$ cat config.mk
export PLATFORM = sky130hd
export DESIGN_NAME = fp16_add_scheduler
export DESIGN_NICKNAME = d
export VERILOG_FILES = /design/src/rtl/fp16_add_scheduler.sv
export SDC_FILE = /design/constraint.sdc
export NUM_CORES = 1
export LEC_CHECK = 0
export CAP_MARGIN = 20
export CORE_MARGIN = 2
export CORE_UTILIZATION = 43
export CTS_CLUSTER_SIZE = 12
export DETAILED_ROUTE_END_ITERATION = 8
export GPL_TIMING_DRIVEN = 0
export PLACE_DENSITY = 0.87
export SYNTH_ARGS = -nofsm -noshare
export SYNTH_HDL_FRONTEND = slang
export SYNTH_SLANG_ARGS = --single-unit
$ cat constraint.sdc
create_clock -name clk_in -period 5.7 [get_ports clk_in]
set_input_delay 1.14 -clock clk_in [delete_from_list [all_inputs] [get_ports clk_in]]
set_output_delay 1.14 -clock clk_in [all_outputs]
set_load 0.03 [all_outputs]
$ cat src/rtl/fp16_add_scheduler.sv
// Round-robin front end that shares one fixed-latency, fully pipelined FP16 adder
// among N requesters and routes each result back to the requester that issued it.
module fp16_add_scheduler #(
    parameter int N   = 4,
    parameter int LAT = 4
) (
    input  logic            clk_in,
    input  logic            rst_n,
    input  logic [N-1:0]    req_valid,
    input  logic [16*N-1:0] req_a,
    input  logic [16*N-1:0] req_b,
    output logic [N-1:0]    req_ready,
    output logic [15:0]     add_a,
    output logic [15:0]     add_b,
    output logic            add_valid,
    input  logic [15:0]     add_result,
    input  logic            add_done,
    output logic [N-1:0]    resp_valid,
    output logic [15:0]     resp_data,
    output logic            busy,
    output logic            err,
    output logic [15:0]     issue_count
);

    localparam int IW = (N > 1) ? $clog2(N) : 1;

    logic [IW-1:0] ptr_r;
    logic [IW-1:0] gidx_s;
    logic [IW-1:0] next_ptr_s;
    logic [IW:0]   cand_s;
    logic          found_s;
    logic [N-1:0]  grant_s;
    logic          xfer_s;

    logic          add_valid_r;
    logic [15:0]   add_a_r;
    logic [15:0]   add_b_r;
    logic [IW-1:0] issue_idx_r;
    logic          tag_v_r   [LAT];
    logic [IW-1:0] tag_idx_r [LAT];
    logic          pipe_any_s;
    logic [N-1:0]  resp_valid_r;
    logic [15:0]   resp_data_r;
    logic          err_r;
    logic [15:0]   issue_count_r;

    // Round-robin search starting at ptr_r; grant is suppressed while reset is held.
    always_comb begin
        grant_s = '0;
        gidx_s  = '0;
        found_s = 1'b0;
        cand_s  = '0;
        for (int k = 0; k < N; k++) begin
            cand_s = {1'b0, ptr_r} + (IW+1)'(k);
            if (cand_s >= (IW+1)'(N)) begin
                cand_s = cand_s - (IW+1)'(N);
            end else begin
                cand_s = cand_s;
            end
            if (!found_s && req_valid[cand_s[IW-1:0]]) begin
                found_s = 1'b1;
                gidx_s  = cand_s[IW-1:0];
            end else begin
                found_s = found_s;
            end
        end
        if (found_s && rst_n) begin
            grant_s[gidx_s] = 1'b1;
        end else begin
            grant_s = '0;
        end
        xfer_s = |(req_valid & grant_s);
        if (gidx_s == IW'(N-1)) begin
            next_ptr_s = '0;
        end else begin
            next_ptr_s = gidx_s + IW'(1);
        end
    end

    // Busy covers the issue register, every tag stage and the response register.
    always_comb begin
        pipe_any_s = 1'b0;
        for (int k = 0; k < LAT; k++) begin
            pipe_any_s = pipe_any_s | tag_v_r[k];
        end
    end

    // Issue, tag tracking and response routing state.
    always_ff @(posedge clk_in or negedge rst_n) begin
        if (!rst_n) begin
            ptr_r         <= '0;
            add_valid_r   <= 1'b0;
            add_a_r       <= 16'h0000;
            add_b_r       <= 16'h0000;
            issue_idx_r   <= '0;
            resp_valid_r  <= '0;
            resp_data_r   <= 16'h0000;
            err_r         <= 1'b0;
            issue_count_r <= 16'h0000;
            for (int k = 0; k < LAT; k++) begin
                tag_v_r[k]   <= 1'b0;
                tag_idx_r[k] <= '0;
            end
        end else begin
            add_valid_r <= xfer_s;
            if (xfer_s) begin
                ptr_r         <= next_ptr_s;
                add_a_r       <= req_a[{gidx_s, 4'b0000} +: 16];
                add_b_r       <= req_b[{gidx_s, 4'b0000} +: 16];
                issue_idx_r   <= gidx_s;
                issue_count_r <= issue_count_r + 16'd1;
            end
            // Stage 0 is filled alongside the adder input so the tail lines up with add_done.
            tag_v_r[0]   <= add_valid_r;
            tag_idx_r[0] <= issue_idx_r;
            for (int k = 1; k < LAT; k++) begin
                tag_v_r[k]   <= tag_v_r[k-1];
                tag_idx_r[k] <= tag_idx_r[k-1];
            end
            resp_valid_r <= '0;
            if (add_done && tag_v_r[LAT-1]) begin
                resp_valid_r[tag_idx_r[LAT-1]] <= 1'b1;
                resp_data_r                    <= add_result;
            end
            if (add_done != tag_v_r[LAT-1]) begin
                err_r <= 1'b1;
            end
        end
    end

    assign req_ready   = grant_s;
    assign add_valid   = add_valid_r;
    assign add_a       = add_a_r;
    assign add_b       = add_b_r;
    assign resp_valid  = resp_valid_r;
    assign resp_data   = resp_data_r;
    assign err         = err_r;
    assign issue_count = issue_count_r;
    assign busy        = add_valid_r | pipe_any_s | (|resp_valid_r);

endmodule

==> out/metrics.yaml <==
status:
  status: "finished, final reports clean"
finish:
  finalCoreUtilization: 0.716
  postLayoutCellArea_um2: 7000
  drive_above_1_share: 0.156
  num-nets-final: 719
  num_antenna_cells: 0
  area_delta_synth_final_pct: 61.1
setup_path:
  critical_path.top_delay_family: "buffers and inverters"
  worstSetupEndpointType: "primary output"
  crit_top_cell: "clkdlybuf4s50_1"
  setup.worst_path.start_class: "input port"
  timing.critical_path.arrival_ns: 3.89
  cp_data_required_time_ns: 4.56
  critical_path_top_delay_cell: "clkdlybuf4s50_1"
  critPathKind: "in -> out"
  cp.buffers_inverters: 5
  path_max_fanout: 10
  critical_path.cell_chain: "clkdlybuf4s50_1 -> nor2b_1 -> a21o_1 -> a211oi_1 -> buf_2 -> buf_4 -> ha_1 -> inv_1 -> nor2_1 -> clkdlybuf4s50_1"
  max_incr_delay_on_cp_ns: 0.70
sta:
  setup_viol: 0
  slew_viol_final: 0
  post-route-worst-setup-slack_ns: 0.673
  worst_slew_pin_slew_ns: 1.01
  max_clock_freq_mhz: 199
  rsz_0062_raised_after_global_routing: "no"
  clock_tree_skew_after_final_layout_ns: 0.0133
  hold_slack_ns: 0.343
  report.final.hold_viol_count: 0
  min_period_ns: 5.03
  slew_headroom: 0.318
  final.period_utilization: 0.882
place:
  portBuffers: 225
  gp_congestion: 0.765
  place_ws_ns: 0.665
  hpwl_dp_mm: 9.49
  postPlaceCellArea_um2: 6790
pwr:
  pwr-share-comb: 0.553
  power.density_nw_per_um2: 469
  power.share.switching: 0.407
  power.static_leakage_nw: 3.04
  power_mw: 3.28
  max-vdd-ir-drop_mv: 0.218
  power_frac_seq: 0.306
  power_frac_clock: 0.141
  power.internal_mw: 1.95
  net-switching-power_mw: 1.34
global_route:
  number_of_antenna_violations_at_the_first_check_in_global_routing: 0
  largest_net_degree_at_the_start_of_global_routing: 70
  globalRoute.totalOverflow: 0
  wire_length_of_the_first_global_routing_pass_mm: 20.1
  groute.usage.overall: 0.234
  number_of_global_route_vias_before_repair: 3911
logic_synthesis:
  post-synth-top-count-cell: "mux2i_1"
  synthesis.instances: 328
  synth.lib_cells_used.distinct: 33
  synth_sequential_area_ratio: 0.496
  synth_ff_type: "dfrtp_1"
  synth_seq_cells: 86
  yosys.area.top_type_share: 0.496
  synth.avg_cell_area_um2: 13.2
  yosys-top-cells-count: "96 x mux2i_1, 86 x dfrtp_1, 50 x mux2_2"
  synth_edf_count: 0
  yosys_warnings: 0
  synthArstFlopShare: 1.00
  synth.top_cells.by_area: "dfrtp_1 50%, mux2i_1 22%, mux2_2 13%"
  postSynthNetCount: 482
  synth_top_area_cell: "dfrtp_1"
  post_synth_instance_area_um2: 4340
drt:
  wire_per_inst_um: 17.6
  vias_per_cell: 5.09
  drt.antenna.violating_nets: 0
  wl_mm: 12.4
  detail_route.iter0.violations: 114
  route.detailed.drc: 0
  drt_first_pass_iters: 4
  vias: 3579
clock_tree:
  cts.htree.levels: 3
  numCtsBuffers: 9
  number_of_buffers_added_to_fix_hold_violations_after_cts: 0
  clk_root_buffer_cell: "clkbuf_8"
  cts_resized: 0
  cts_post_setup_buffers_inserted: 0
  clk_pin_slew_ns: 0.10
  ctsLongestPathBuffers: 2
  clk-insertion-delay-late_ns: 0.35
  cts.sinks: 86
  tritoncts_clock_tree: "built"
die:
  start_util: 0.444
  dieHeight_um: 104
  floorplan.rows: 36
  total_core_area_um2: 9770
  die_width_um: 104
  io_pins: 226
  dieArea_um2: 10900
flow_run:
  cap_violations: 0
hold_path:
  worst_hold_path_type: "reg -> reg"
## flip-flops by register name, indices dropped and copies added, names as in the netlist
signal,flops
add_a,16
add_b,16
issue_count,16
resp_data,16
tag_idx_r,8
resp_valid,4
tag_v_r,4
issue_idx_r,2
ptr_r,2
add_valid,1
err,1
## cell families after synthesis
kind of cell / count (synthesis) / synth area share
and+or+nand+nor: 44 / 0.0565
buffers and inverters: 23 / 0.0305
xor gates and xnor gates: 15 / 0.0303
muxes: 149 / 0.359
AOI/OAI and AO/OA: 8 / 0.0196
adders and majority gates: 3 / 0.00865
DFF: 86 / 0.496
## layout by cell type, fill, tap and decap left out, drive strengths merged, types with 2 or more instances in the layout
master and instances:
nor4 2, nor2 7, a21oi 2, clkbuf 13
ha 3, nand4 5, mux2i 96, and4 3
nand2 6, clkdlybuf4s50 224, xor2 2, and3 6
nand2b 2, buf 18, nand3 7, mux2 53
dfrtp 86, inv 8, nor3 2, xnor2 13
## per-layer routing
layer / share of wire / GRT usage / up-vias / wire length [µm]
met2: 0.53 / 0.431 / 161 / 6590
li1: - / - / 1667 / -
met1: 0.37 / 0.251 / 1732 / 4620
met3: 0.076 / 0.0708 / 19 / 940
met4: 0.020 / 0.0811 / 0 / 246
met5: 0 / 0 / - / 0
## cell type report
class                           instances  area [µm²]
Sequential cell                        86        2150
Tap cell                              133         166
Clock buffer                            9         124
Timing Repair Buffer                  226        2280
Clock inverter                          7        86.3
Multi-Input combinational cell        219        2060
Inverter                                3        11.3
Fill cell                             697        2780
Buffer                                 20         121
## metrics by stage
stage	cells	TNS [ns]
3_3_place_gp	686	-56.81
2_1_floorplan	328	0
4_1_cts	703	0
6_report	703	0
3_5_place_dp	687	0
5_1_grt	703	0
## power groups by stage
stage,clock network [mW],registers [mW],logic [mW]
4_1_cts,0.469,1.00,1.84
5_1_grt,0.497,1.04,1.92
6_report,0.462,1.00,1.82
3_5_place_dp,0,1.02,1.83
2_1_floorplan,0,1.38,0.728
3_3_place_gp,0,0.998,1.79
## worst paths after layout
path                                             start                         to  slack [ns]  depth (start not counted)
worst min-delay path            tag_idx_r[6]$_DFF_PN0_     tag_idx_r[4]$_DFF_PN0_        0.34                          0
max in group asynchronous                        rst_n      add_b[12]$_DFFE_PN0P_        4.43                          2
worst min register to register  tag_idx_r[6]$_DFF_PN0_     tag_idx_r[4]$_DFF_PN0_        0.34                          0
min in group asynchronous                        rst_n  resp_data[10]$_DFFE_PN0P_        0.65                          1
worst max-delay path                      req_valid[2]               req_ready[3]        0.67                         10
worst max register to register    ptr_r[0]$_DFFE_PN0P_      add_a[15]$_DFFE_PN0P_        2.68                         10
(Power assumes the default switching activity.)
